--- src/rtl/pipe_control_pkg.sv ---
// Shared opcode constants, ALUOp encodings and per-stage control bundles
// for the pipelined LEGv8 control unit.
package pipe_control_pkg;

  localparam int DEF_INSTR_LEN = 32;
  localparam int DEF_REG_W     = 5;

  localparam logic [10:0] OP_LDUR = 11'h7C2;
  localparam logic [10:0] OP_STUR = 11'h7C0;
  localparam logic [10:0] OP_ADD  = 11'h458;
  localparam logic [10:0] OP_SUB  = 11'h658;
  localparam logic [10:0] OP_AND  = 11'h450;
  localparam logic [10:0] OP_ORR  = 11'h550;
  localparam logic [7:0]  OP_CBZ  = 8'hB4;
  localparam logic [5:0]  OP_B    = 6'h05;

  typedef enum logic [1:0] {
    ALUOP_MEM   = 2'b00,
    ALUOP_CBZ   = 2'b01,
    ALUOP_RTYPE = 2'b10
  } aluop_e;

  typedef struct packed {
    logic   alu_src;
    aluop_e alu_op;
  } ex_ctrl_t;

  typedef struct packed {
    logic mem_read;
    logic mem_write;
    logic branch;
    logic uncond_branch;
  } mem_ctrl_t;

  typedef struct packed {
    logic reg_write;
    logic mem_to_reg;
  } wb_ctrl_t;

  typedef struct packed {
    ex_ctrl_t  ex;
    mem_ctrl_t mem;
    wb_ctrl_t  wb;
  } stage_ctrl_t;

endpackage

--- src/rtl/pipe_control_decode.sv ---
// Pure combinational opcode table: instruction opcode field -> control
// bundle, Reg2Loc select and illegal flag. Invalid slots decode to a bubble.
module pipe_control_decode
  import pipe_control_pkg::*;
(
  input  logic [10:0]  opcode_i,
  input  logic         valid_i,
  output stage_ctrl_t  ctrl_o,
  output logic         reg2loc_o,
  output logic         illegal_o
);

  always_comb begin
    ctrl_o    = '0;
    reg2loc_o = 1'b0;
    illegal_o = 1'b0;
    if (valid_i) begin
      if (opcode_i == OP_LDUR) begin
        ctrl_o.ex.alu_src    = 1'b1;
        ctrl_o.mem.mem_read  = 1'b1;
        ctrl_o.wb.reg_write  = 1'b1;
        ctrl_o.wb.mem_to_reg = 1'b1;
      end else if (opcode_i == OP_STUR) begin
        reg2loc_o            = 1'b1;
        ctrl_o.ex.alu_src    = 1'b1;
        ctrl_o.mem.mem_write = 1'b1;
      end else if (opcode_i inside {OP_ADD, OP_SUB, OP_AND, OP_ORR}) begin
        ctrl_o.ex.alu_op    = ALUOP_RTYPE;
        ctrl_o.wb.reg_write = 1'b1;
      end else if (opcode_i[10:3] == OP_CBZ) begin
        reg2loc_o         = 1'b1;
        ctrl_o.ex.alu_op  = ALUOP_CBZ;
        ctrl_o.mem.branch = 1'b1;
      end else if (opcode_i[10:5] == OP_B) begin
        ctrl_o.mem.uncond_branch = 1'b1;
      end else begin
        illegal_o = 1'b1;
      end
    end
  end

endmodule

--- src/rtl/pipe_control.sv ---
// Pipelined LEGv8 control unit: ID decode, ID/EX, EX/MEM and MEM/WB control
// registers, load-use stall detection and branch-flush clearing.
module pipe_control
  import pipe_control_pkg::*;
#(
  parameter int INSTR_LEN = DEF_INSTR_LEN,
  parameter int REG_W     = DEF_REG_W,
  parameter int ZERO_REG  = 31,
  parameter bit HAZARD_EN = 1'b1
) (
  input  logic                 clk,
  input  logic                 rst_n,
  input  logic [INSTR_LEN-1:0] instruction,
  input  logic                 id_valid,
  input  logic                 flush,
  output logic                 id_Reg2Loc,
  output logic                 stall,
  output logic                 illegal,
  output logic                 ex_ALUSrc,
  output logic [1:0]           ex_ALUOp,
  output logic                 mem_MemRead,
  output logic                 mem_MemWrite,
  output logic                 mem_Branch,
  output logic                 mem_UncondBranch,
  output logic                 wb_RegWrite,
  output logic                 wb_MemtoReg,
  output logic [REG_W-1:0]     ex_rd
);

  stage_ctrl_t      id_ctrl;
  stage_ctrl_t      ex_q, ex_d;
  mem_ctrl_t        mem_q, mem_d;
  wb_ctrl_t         mem_wb_q, mem_wb_d;
  wb_ctrl_t         wb_q, wb_d;
  logic [REG_W-1:0] ex_rd_q, ex_rd_d;
  logic             hazard;

  wire [REG_W-1:0] id_rt = instruction[REG_W-1:0];
  wire [REG_W-1:0] id_rn = instruction[5 +: REG_W];
  wire [REG_W-1:0] id_rm = instruction[16 +: REG_W];

  // Shift/immediate bits never influence control.
  logic unused_instr_bits;
  assign unused_instr_bits = ^instruction[15:10];

  pipe_control_decode u_decode (
    .opcode_i  (instruction[31:21]),
    .valid_i   (id_valid),
    .ctrl_o    (id_ctrl),
    .reg2loc_o (id_Reg2Loc),
    .illegal_o (illegal)
  );

  generate
    if (HAZARD_EN) begin : g_hazard
      logic rn_hit, rm_hit;
      // B has no Rn operand, so its [9:5] field must not raise a stall.
      assign rn_hit = !id_ctrl.mem.uncond_branch && (ex_rd_q == id_rn);
      assign rm_hit = ex_rd_q == (id_Reg2Loc ? id_rt : id_rm);
      assign hazard = id_valid && ex_q.mem.mem_read &&
                      (ex_rd_q != REG_W'(ZERO_REG)) && (rn_hit || rm_hit);
    end else begin : g_no_hazard
      assign hazard = 1'b0;
    end
  endgenerate

  assign stall = hazard && !flush;

  always_comb begin
    ex_d     = id_ctrl;
    ex_rd_d  = id_rt;
    mem_d    = ex_q.mem;
    mem_wb_d = ex_q.wb;
    wb_d     = mem_wb_q;
    if (flush || stall || !id_valid || illegal) begin
      ex_d    = '0;
      ex_rd_d = '0;
    end
    if (flush) begin
      mem_d    = '0;
      mem_wb_d = '0;
    end
  end

  always_ff @(posedge clk or negedge rst_n) begin
    if (!rst_n) begin
      ex_q     <= '0;
      ex_rd_q  <= '0;
      mem_q    <= '0;
      mem_wb_q <= '0;
      wb_q     <= '0;
    end else begin
      ex_q     <= ex_d;
      ex_rd_q  <= ex_rd_d;
      mem_q    <= mem_d;
      mem_wb_q <= mem_wb_d;
      wb_q     <= wb_d;
    end
  end

  assign ex_ALUSrc        = ex_q.ex.alu_src;
  assign ex_ALUOp         = ex_q.ex.alu_op;
  assign ex_rd            = ex_rd_q;
  assign mem_MemRead      = mem_q.mem_read;
  assign mem_MemWrite     = mem_q.mem_write;
  assign mem_Branch       = mem_q.branch;
  assign mem_UncondBranch = mem_q.uncond_branch;
  assign wb_RegWrite      = wb_q.reg_write;
  assign wb_MemtoReg      = wb_q.mem_to_reg;

endmodule
--- config.mk ---
export PLATFORM = sky130hd
export DESIGN_NAME = pipe_control
export DESIGN_NICKNAME = d
export VERILOG_FILES = /design/src/rtl/pipe_control_pkg.sv /design/src/rtl/pipe_control_decode.sv /design/src/rtl/pipe_control.sv
export SDC_FILE = /design/constraint.sdc
export NUM_CORES = 1
export LEC_CHECK = 0
export ABC_AREA = 1
export ABC_CLOCK_PERIOD_IN_PS = 1900
export BUFFER_PORTS_ARGS = -buffer_cell sky130_fd_sc_hd__buf_4
export CORE_ASPECT_RATIO = 1.2
export CORE_MARGIN = 1
export CORE_UTILIZATION = 45
export DETAILED_ROUTE_END_ITERATION = 7
export GPL_TIMING_DRIVEN = 0
export PLACE_DENSITY_LB_ADDON = 0.08
export SLEW_MARGIN = 20
export SYNTH_ARGS = -nofsm -noshare
export SYNTH_HDL_FRONTEND = slang
export SYNTH_SLANG_ARGS = --single-unit
--- constraint.sdc ---
create_clock -name clk -period 1.9 [get_ports clk]
set_input_delay 0.285 -clock clk [delete_from_list [all_inputs] [get_ports clk]]
set_output_delay 0.285 -clock clk [all_outputs]
set_load 0.02 [all_outputs]
-- Yosys cells after proc, flatten, opt, wreduce, memory -nomap -nowiden
Cells that the tools add are included.
- register bits after elaboration: 22
- muxes and demuxes: 31
- reductions and logical operators: 13
- equality and inequality tests: 11
- operator list (kind ; number):
    $eq 11x11->1 const B ; 6
    $mux 1 ; 19
    $mux 9 ; 2
    $eq 5x5->1 ; 2
    $mux 2 ; 5
    $mux 5 ; 2
    $eq 8x8->1 const B ; 1
    $eq 6x3->1 const B ; 1
    $mux 3 ; 2
    $logic_and 1x1->1 ; 5
    $ne 5x5->1 const B ; 1
    $logic_or 1x1->1 ; 4
    $mux 4 ; 1
    $reduce_bool 4->1 ; 1
    $logic_not 1->1 ; 3

-- Logic depth before layout (Yosys ltp)
Gate-level depths: netlist of run 1.
- word-level depth: 16
- gate-level depth with buffers: 16
- depth with buffers taken out: 16

-- Hierarchy
A second synthesis of run 1 with hierarchy kept.
- cells, all modules: 185
- area, all modules: 1310.0 um^2
- modules (own cells, without submodules) (module ; area an instance (um^2) ; instances ; seq. area each (um^2) ; cells an instance):
    pipe_control ; 1074.8 ; 1 ; 550.5 ; 136
    pipe_control_decode ; 235.2 ; 1 ; 0.0 ; 49

-- Worst setup path after synthesis of run 1
No wires, ideal clock.
- kind: input port to output port
- from: in instruction[24]
- to: out stall
- setup slack: 19 ps
- buffers on the path: 0
- arrival time: 1596 ps
- stages on the path: 15
- path through: nor2_2 nand2_1 nor2_2 nand2_2 nand2_4 nand2_4 nand2_2 nand2_1 nand2_1 nand2_1 nor2_1 nand3_1 nand2_1 nand2_2 nor2_1
- word-level cells in the longest chain between the ends: 11
- RTL lines (what ; RTL line ; RTL):
    start, declared ; pipe_control.sv:13 ; input logic [INSTR_LEN-1:0] instruction,
    $eq 11x11->1 or $eq 8x8->1 (tied branches) ; pipe_control_decode.sv:27, pipe_control_decode.sv:30 ;
    $reduce_bool 4->1 or $mux 1 (tied branches) ; pipe_control_decode.sv:27, pipe_control_decode.sv:30 ;
    $mux 1 or $mux 2 (tied branches) ; pipe_control_decode.sv:27 ; end else if (opcode_i inside {OP_ADD, OP_SUB, OP_AND, OP_ORR}) begin
    $mux 1 or $mux 3 (tied branches) ; pipe_control_decode.sv:23 ; end else if (opcode_i == OP_STUR) begin
    $mux 1 or $mux 3 (tied branches) ; pipe_control_decode.sv:18 ; if (opcode_i == OP_LDUR) begin
    $mux 1 or $mux 9 (tied branches) ; pipe_control_decode.sv:17 ; if (valid_i) begin
    $mux 5 or $logic_not 1->1 (tied branches) ; pipe_control.sv:59, pipe_control.sv:58 ;
    $eq 5x5->1 or $logic_and 1x1->1 (tied branches) ; pipe_control.sv:59, pipe_control.sv:58 ;
    $logic_or 1x1->1 (*) ; pipe_control.sv:61 ; (ex_rd_q != REG_W'(ZERO_REG)) && (rn_hit || rm_hit);
    $logic_and 1x1->1 (*) ; pipe_control.sv:61 ;
    $logic_and 1x1->1 (*) ; pipe_control.sv:67 ; assign stall = hazard && !flush;
    end, declared ; pipe_control.sv:17 ; output logic stall,
Mark *: on every way between the ends. The rest lies on a longest branch, timed or not.

-- Worst setup path after layout of run 1
- from: in instruction[27]
- to: out stall
- word-level cells in the longest chain between the ends: 12
- RTL lines (what ; RTL line):
    branches (longest 9 deep; another with $eq 11x11->1) ; --
    $logic_or 1x1->1 (*) ; pipe_control.sv:61
    $logic_and 1x1->1 (*) ; pipe_control.sv:61
    $logic_and 1x1->1 (*) ; pipe_control.sv:67
Mark *: on every way between the ends.

==> results of run 1 <==
metrics by stage:
step / std cells / TNS (ns)
detailed placement: 223 / -0.292
CTS: 230 / -0.142
global placement: 223 / -0.167
floorplan: 147 / 0
global route: 234 / -1.14
finish: 234 / -0.131
cells in the final DEF (no fill, tap or decap), types with 2 or more instances in the layout:
master / n
xnor2_1: 2
dfrtp_1: 19
nor3_1: 4
nand2_4: 3
nor2_1: 13
nand2_1: 22
nor2_4: 2
buf_6: 4
nand3_1: 16
nor2_2: 14
inv_1: 27
clkbuf_4: 3
xor2_1: 3
buf_4: 50
nand2_2: 7
nand4_1: 3
sequential cells by signal, indices dropped and copies added, names as in the netlist:
signal	count
ex_ALUOp	2
ex_ALUSrc	1
ex_q	4
ex_rd	5
mem_Branch	1
mem_MemRead	1
mem_MemWrite	1
mem_UncondBranch	1
mem_wb_q	1
wb_MemtoReg	1
wb_RegWrite	1
cell families (layout without fill, tap and decap cells):
family	count (synthesis)	after routing	synth area share
XOR/XNOR	5	5	0.0392
AND/OR/NAND/NOR	88	88	0.396
flip-flops	19	19	0.425
AO/OA/AOI/OAI	4	4	0.0257
buffers and inverters	31	87	0.114
cells in the mapped netlist:
library cell	count	area, µm²
dfrtp_1	19	475
nor2_1	17	63.8
nand3_2	1	10.0
nor4_1	1	6.26
a311oi_1	1	8.76
o211ai_1	1	7.51
nand3_1	16	80.1
nand2_4	2	22.5
inv_1	28	105
o21ai_1	1	5.00
nor3_1	4	20.0
buf_4	3	22.5
nand2_2	5	31.3
nand3_4	1	17.5
nand4_1	3	18.8
nor2_2	12	75.1
o31ai_1	1	7.51
nand2_1	26	97.6
xnor2_1	2	17.5
xor2_1	3	26.3
critical path, stage by stage:
cell and delay (ns):
buf_6 0.09, inv_2 0.04, nand2_2 0.06, nor2_2 0.12
nand3_2 0.13, nand2_4 0.17, nand2_8 0.09, nand2_4 0.08
nand2_2 0.04, nand2_1 0.06, nand2_1 0.05, nor2_1 0.08
nand3_1 0.08, nand2_1 0.08, nand2_2 0.06, nor2_2 0.10
buf_6 0.12
area by class of cell:
cell class	instances	area, µm²	share of cell area
multi-input cells	97	564	0.344
well taps	31	38.8	0.0236
flip-flops and latches	19	475	0.290
inverters	28	105	0.0641
repair buffers	52	408	0.249
clock buffers	4	26.3	0.0160
plain buffers	3	22.5	0.0137
worst max path at each step:
stage                    start  endpoint  slack, ns
2_1_floorplan  instruction[24]     stall       0.02
3_3_place_gp   instruction[24]     stall      -0.17
3_5_place_dp   instruction[24]     stall      -0.22
4_1_cts        instruction[26]     stall      -0.14
5_1_grt        instruction[25]     stall      -0.29
6_report       instruction[27]     stall      -0.13
repair_timing:
item | 4_1_cts | 5_1_grt
setup buffers | 2 | 4
pin swaps | 3 | 11
endpoints found under the hold margin | 19 | 0
gates resized for setup | 6 | 12
hold buffers | 1 | 0
setup endpoints to repair | 1 | 1
layer usage:
metal	vias to the layer above	share of wire
li1	562	-
met1	527	0.37
met2	48	0.56
met3	8	0.048
met4	0	0.025
met5	-	0
power groups by stage:
stage / combinational [W] / clock [W] / sequential, W
floorplan: 0.0000568 / 0 / 0.000422
global placement: 0.000135 / 0 / 0.000419
detailed placement: 0.000138 / 0 / 0.000419
CTS: 0.000146 / 0.000208 / 0.000411
global route: 0.000169 / 0.000221 / 0.000412
finish: 0.000152 / 0.000198 / 0.000411
==> key figures, run 1 <==
Run status
  • Status: complete, but fails checks
  • Failing checks: setup timing

Timing
  • Worst Skew: 0.00154 ns
  • Slew HR: 0.706
  • Final Cycle Share: 1.07
  • RSZ-0062 raised after global routing: yes
  • Minimum clock period: approximately 2.0 ns
  • Final Setup Violations: 1
  • Slew Viols, Final: 0
  • Least-Margin Pin Slew: 0.438 ns
  • PnR worst setup slack: -0.131 ns
  • Peak Freq: between 400 and 500 MHz
  • Final count of hold timing violations: 0
  • Final hold slack: 0.197 ns

Placement
  • DP Wirelength: 1820 µm
  • Routability congestion estimate: 0.788
  • Placed cell area: ~0.0015 mm²
  • Pre-CTS setup slack: -0.218 ns
  • Port bufs: 45

Synth
  • Post-synthesis sequential area ratio: 0.425
  • Yosys reg bits: 19
  • Mapped Area: between 0.001 and 0.0015 mm²
  • Avg Synthesized Cell Area: approximately 7.6 µm²
  • Yosys cell types: 20
  • Syn Nets: 183
  • YS warnings: 0
  • Post-synthesis cell count: 147

Clock network
  • Worst-path clk slew: 0.10 ns
  • Skew-Pair Late Insertion Delay: 0.29 ns
  • TritonCTS clock tree: built
  • Inserted Clock Buffers: 3
  • H-Tree Depth: 1
  • Clock Path Buffers: 2
  • CTS Sinks: 19
  • Clock Tree Root: clkbuf_4

Critical path
  • Startpoint types: primary input
  • Setup Crit Path Kind: in2out
  • Largest fanout on the critical path: 7
  • Worst r2r dst: ex_q[1]
  • WP data required: 1.62 ns
  • Crit. End Element: output port
  • Crit path DAT: roughly 1.8 ns
  • R2r setup slk: around 0.27 ns
  • R2R cell count: 9
  • FF-to-FF Start: ex_rd[3]

Floorplan
  • Core area: 0.00233 mm²
  • Die Y: between 50 and 60 µm
  • Rows: 19
  • Die Area: 0.00269 mm²
  • Initial Util: 0.480
  • Ports: 53
  • Die Wd: 47.5 µm

Power and ir drop
  • VDD IR max: 0.288 mV
  • Combinational Power Share: 0.200
  • Pleak: just under 0.9 nW
  • Pwr dens: 464 mW/mm²
  • Clk pwr share: 0.260
  • Sw Share: 0.262
  • P_int: between 0.0005 and 0.0006 W
  • Flop pwr share: 0.540
  • Total Power: 0.000761 W
  • P_sw: 0.000200 W

Global routing
  • GR Util met1: 0.217
  • Largest net degree at the start of global routing: 20
  • Gr usage total: 0.202
  • Met2 Use GR: 0.372
  • First-pass GRT wire length: 3940 µm
  • Gr busiest metal: met2
  • Vias in the first global route: 1024
  • M3 GR Usage: 0.0289
  • Initial antenna violation count: 0
  • GRT Residual Overflow: 0

Hold path
  • Beginning of the worst hold path: flush
  • Hold path cells: 2
  • Worst Hold Class: in2reg
  • Worst Hold End: mem_Branch

Drt
  • DR vias: 1145
  • Via density: 4.89
  • # DRC: 0
  • Wire per inst: 10.9 µm
  • ANT nets after route: 0
  • Initial drt markers: 7
  • WL final: 2550 µm
  • First-pass iteration count of the detailed router: 4

Layout
  • Share of post-route cells with drive strength above 1: 0.429
  • Fillers: 218
  • Diode count: 0
  • Fin nets: between 200 and 250
  • Fin area: 0.00164 mm²
  • Core Util, Final: 0.704
  • Area growth syn-to-layout: 46.6%

Run
  • Max-Cap Viols: 0
(Power assumes the default switching activity.)
==> run 2, diff against run 1 <==
--- a/config.mk
+++ b/config.mk
@@ -14,6 +14,7 @@
 export DETAILED_ROUTE_END_ITERATION = 7
 export GPL_TIMING_DRIVEN = 0
 export PLACE_DENSITY_LB_ADDON = 0.08
+export SETUP_SLACK_MARGIN = 0.5
 export SLEW_MARGIN = 20
 export SYNTH_ARGS = -nofsm -noshare
 export SYNTH_HDL_FRONTEND = slang
==> run 2 against run 1 <==
  * The flow still finishes with violations (setup timing)
  * Non-clock buffer count up 8
  * Wire length up 13%
  * Combinational power up 20%
  * Flip-flop and latch count unchanged
  * Sequential power about the same
  * Via count up 4.9%
  * Fmax down 1.1%
  * Clock skew up 0.0036 ns
  * Clock power up 3%
  * Critical path depth unchanged
  * Register-to-register slack worse by 0.25 ns
  * Clock-buffer cell count unchanged
==> key figures, run 2 (same netlist as run 1, synthesis figures left out) <==
Run status
  • Status: complete, but fails checks
  • Failing checks: setup timing

Critical path
  • Worst path max stage delay: about 0.16 ns
  • WP data required: 1.62 ns
  • Crit. End Element: output port
  • Crit path DAT: around 1.8 ns
  • Largest delay contributor family on the critical path: simple AND/OR/NAND/NOR gates
  • Setup Crit Path Kind: in2out
  • R2r setup slk: 0.02 ns
  • CP Depth: 17
  • R2R cell count: 11
  • Largest fanout on the critical path: 8
  • Critical-path top delay cell: nand2_8
  • Startpoint types: primary input
  • FF-to-FF Start: ex_rd[3]
  • Critical Path End: stall
  • Cell mode on critical path: nand2_1
  • Start point of the critical path: instruction[27]
  • Number of buffers and inverters on the critical path: 3
  • Crit path cell chain: buf_6 > inv_12 > nand2_4 > nor2_4 > nand3_2 > nand2_8 > nand2_8 > nand2_4 > nand2_2 > nand2_1 > nand2_1 > nor2_1 > nand3_1 > nand2_1 > nand2_2 > nor2_4 > buf_6
  • Worst r2r dst: ex_q[1]

Layout
  • Fin area: approximately 0.0019 mm²
  • Fillers: 176
  • Most common cell after layout, fill and taps aside: buf_4
  • Multi-input logic area: a little under 700 µm²
  • Commonest non-fill, non-tap cells in the layout: buf_4 (51), inv_1 (25), dfrtp_1 (19)
  • Area growth syn-to-layout: 66.1%
  • Core Util, Final: 0.798
  • Fin nets: between 200 and 300
  • Largest register FFs: 5
  • Register area: between 400 and 500 µm²
  • Diode count: 0
  • Share of post-route cells with drive strength above 1: 0.516

Clock network
  • H-Tree Depth: 1
  • Worst-path clk slew: approximately 0.10 ns
  • Skew-Pair Late Insertion Delay: 0.29 ns
  • TritonCTS clock tree: built
  • Clock Tree Root: clkbuf_4
  • CTS Sinks: 19
  • Inserted Clock Buffers: 3
  • Clock Path Buffers: 2

Timing
  • Peak Freq: 487 MHz
  • Least-Margin Pin Slew: between 0.6 and 0.7 ns
  • Final hold slack: 0.208 ns
  • PnR worst setup slack: -0.152 ns
  • Slew Viols, Final: 0
  • Final Cycle Share: 1.08
  • Worst Skew: 0.00515 ns
  • Final Setup Violations: 13
  • RSZ-0062 raised after global routing: yes
  • Final count of hold timing violations: 0
  • Minimum clock period: 2.05 ns
  • Slew HR: 0.598

Power and ir drop
  • Pleak: 0.955 nW
  • VDD IR max: 0.306 mV
  • Clk pwr share: 0.254
  • P_sw: roughly 0.00022 W
  • Combinational Power Share: 0.229
  • Sw Share: 0.278
  • Total Power: roughly 0.0008 W
  • P_int: 0.000575 W
  • Pwr dens: ~430 mW/mm²
  • Flop pwr share: 0.516

Floorplan
  • Die Wd: about 48 µm
  • Die Y: 56.6 µm
  • Core area: 0.00233 mm²
  • Initial Util: 0.480
  • Die Area: 0.00269 mm²
  • Rows: 19
  • Ports: 53

Drt
  • First-pass iteration count of the detailed router: 5
  • Initial drt markers: 16
  • Wire per inst: 11.8 µm
  • # DRC: 0
  • ANT nets after route: 0
  • WL final: 2880 µm
  • Via density: 4.92
  • DR vias: 1201

Global routing
  • Vias in the first global route: 1105
  • Largest net degree at the start of global routing: 20
  • GR Util met1: 0.265
  • M3 GR Usage: 0.0225
  • Initial antenna violation count: 0
  • Gr usage total: 0.230
  • GRT Residual Overflow: 0
  • Met2 Use GR: 0.417
  • First-pass GRT wire length: about 4500 µm
  • Gr busiest metal: met2

Placement
  • DP Wirelength: around 1900 µm
  • Routability congestion estimate: 0.807
  • Placed cell area: 0.00154 mm²
  • Port bufs: 45

Hold path
  • Worst Hold Class: in2reg

Run
  • Max-Cap Viols: 0
==> run 2: routing by layer <==
metal,vias to the layer above,wire length [µm]
met5,-,0
met4,0,57
met3,11,122
met2,49,1620
met1,552,1080
li1,589,-
==> run 2: area by class of cell <==
class                   count  area share
inverters                  28      0.0633
repair buffers             60       0.268
flip-flops and latches     19       0.256
multi-input cells          99       0.366
plain buffers               3      0.0121
well taps                  31      0.0209
clock buffers               4      0.0141
==> run 2: worst min path at each step <==
stage | from | slack (ns) | to | cells after the start
final | flush | 0.21 | mem_Branch | 2
after global routing | flush | 0.21 | mem_wb_q[1] | 2
after CTS | flush | 0.21 | mem_Branch | 2
after detailed placement | rst_n | 0.17 | mem_MemWrite | 1
after global placement | rst_n | 0.16 | wb_RegWrite | 1
after floorplan | rst_n | -0.01 | ex_ALUOp[0] | 0
==> run 2: power by group through the flow <==
stage | clock [W] | combinational, W | sequential (W)
after floorplan | 0 | 0.0000611 | 0.000422
after global placement | 0 | 0.000144 | 0.000419
after detailed placement | 0 | 0.000148 | 0.000419
after CTS | 0.000200 | 0.000167 | 0.000411
after global routing | 0.000214 | 0.000198 | 0.000412
final | 0.000203 | 0.000183 | 0.000411
==> run 2: through the flow <==
step           TNS, ns  setup slack (ns)  cells
4_1_cts         -0.102            -0.102    235
2_1_floorplan        0             0.180    147
3_3_place_gp    -0.432            -0.172    223
5_1_grt          -2.57            -0.302    244
3_5_place_dp    -0.844            -0.209    223
6_report        -0.682            -0.152    244
==> run 2: timing repair <==
action,CTS,global route
endpoints found under the setup margin,15,15
gates cloned,2,0
buffers inserted,5,9
hold buffers,1,0
hold endpoints to repair,19,0
resized for setup,19,22
pin swaps,7,10
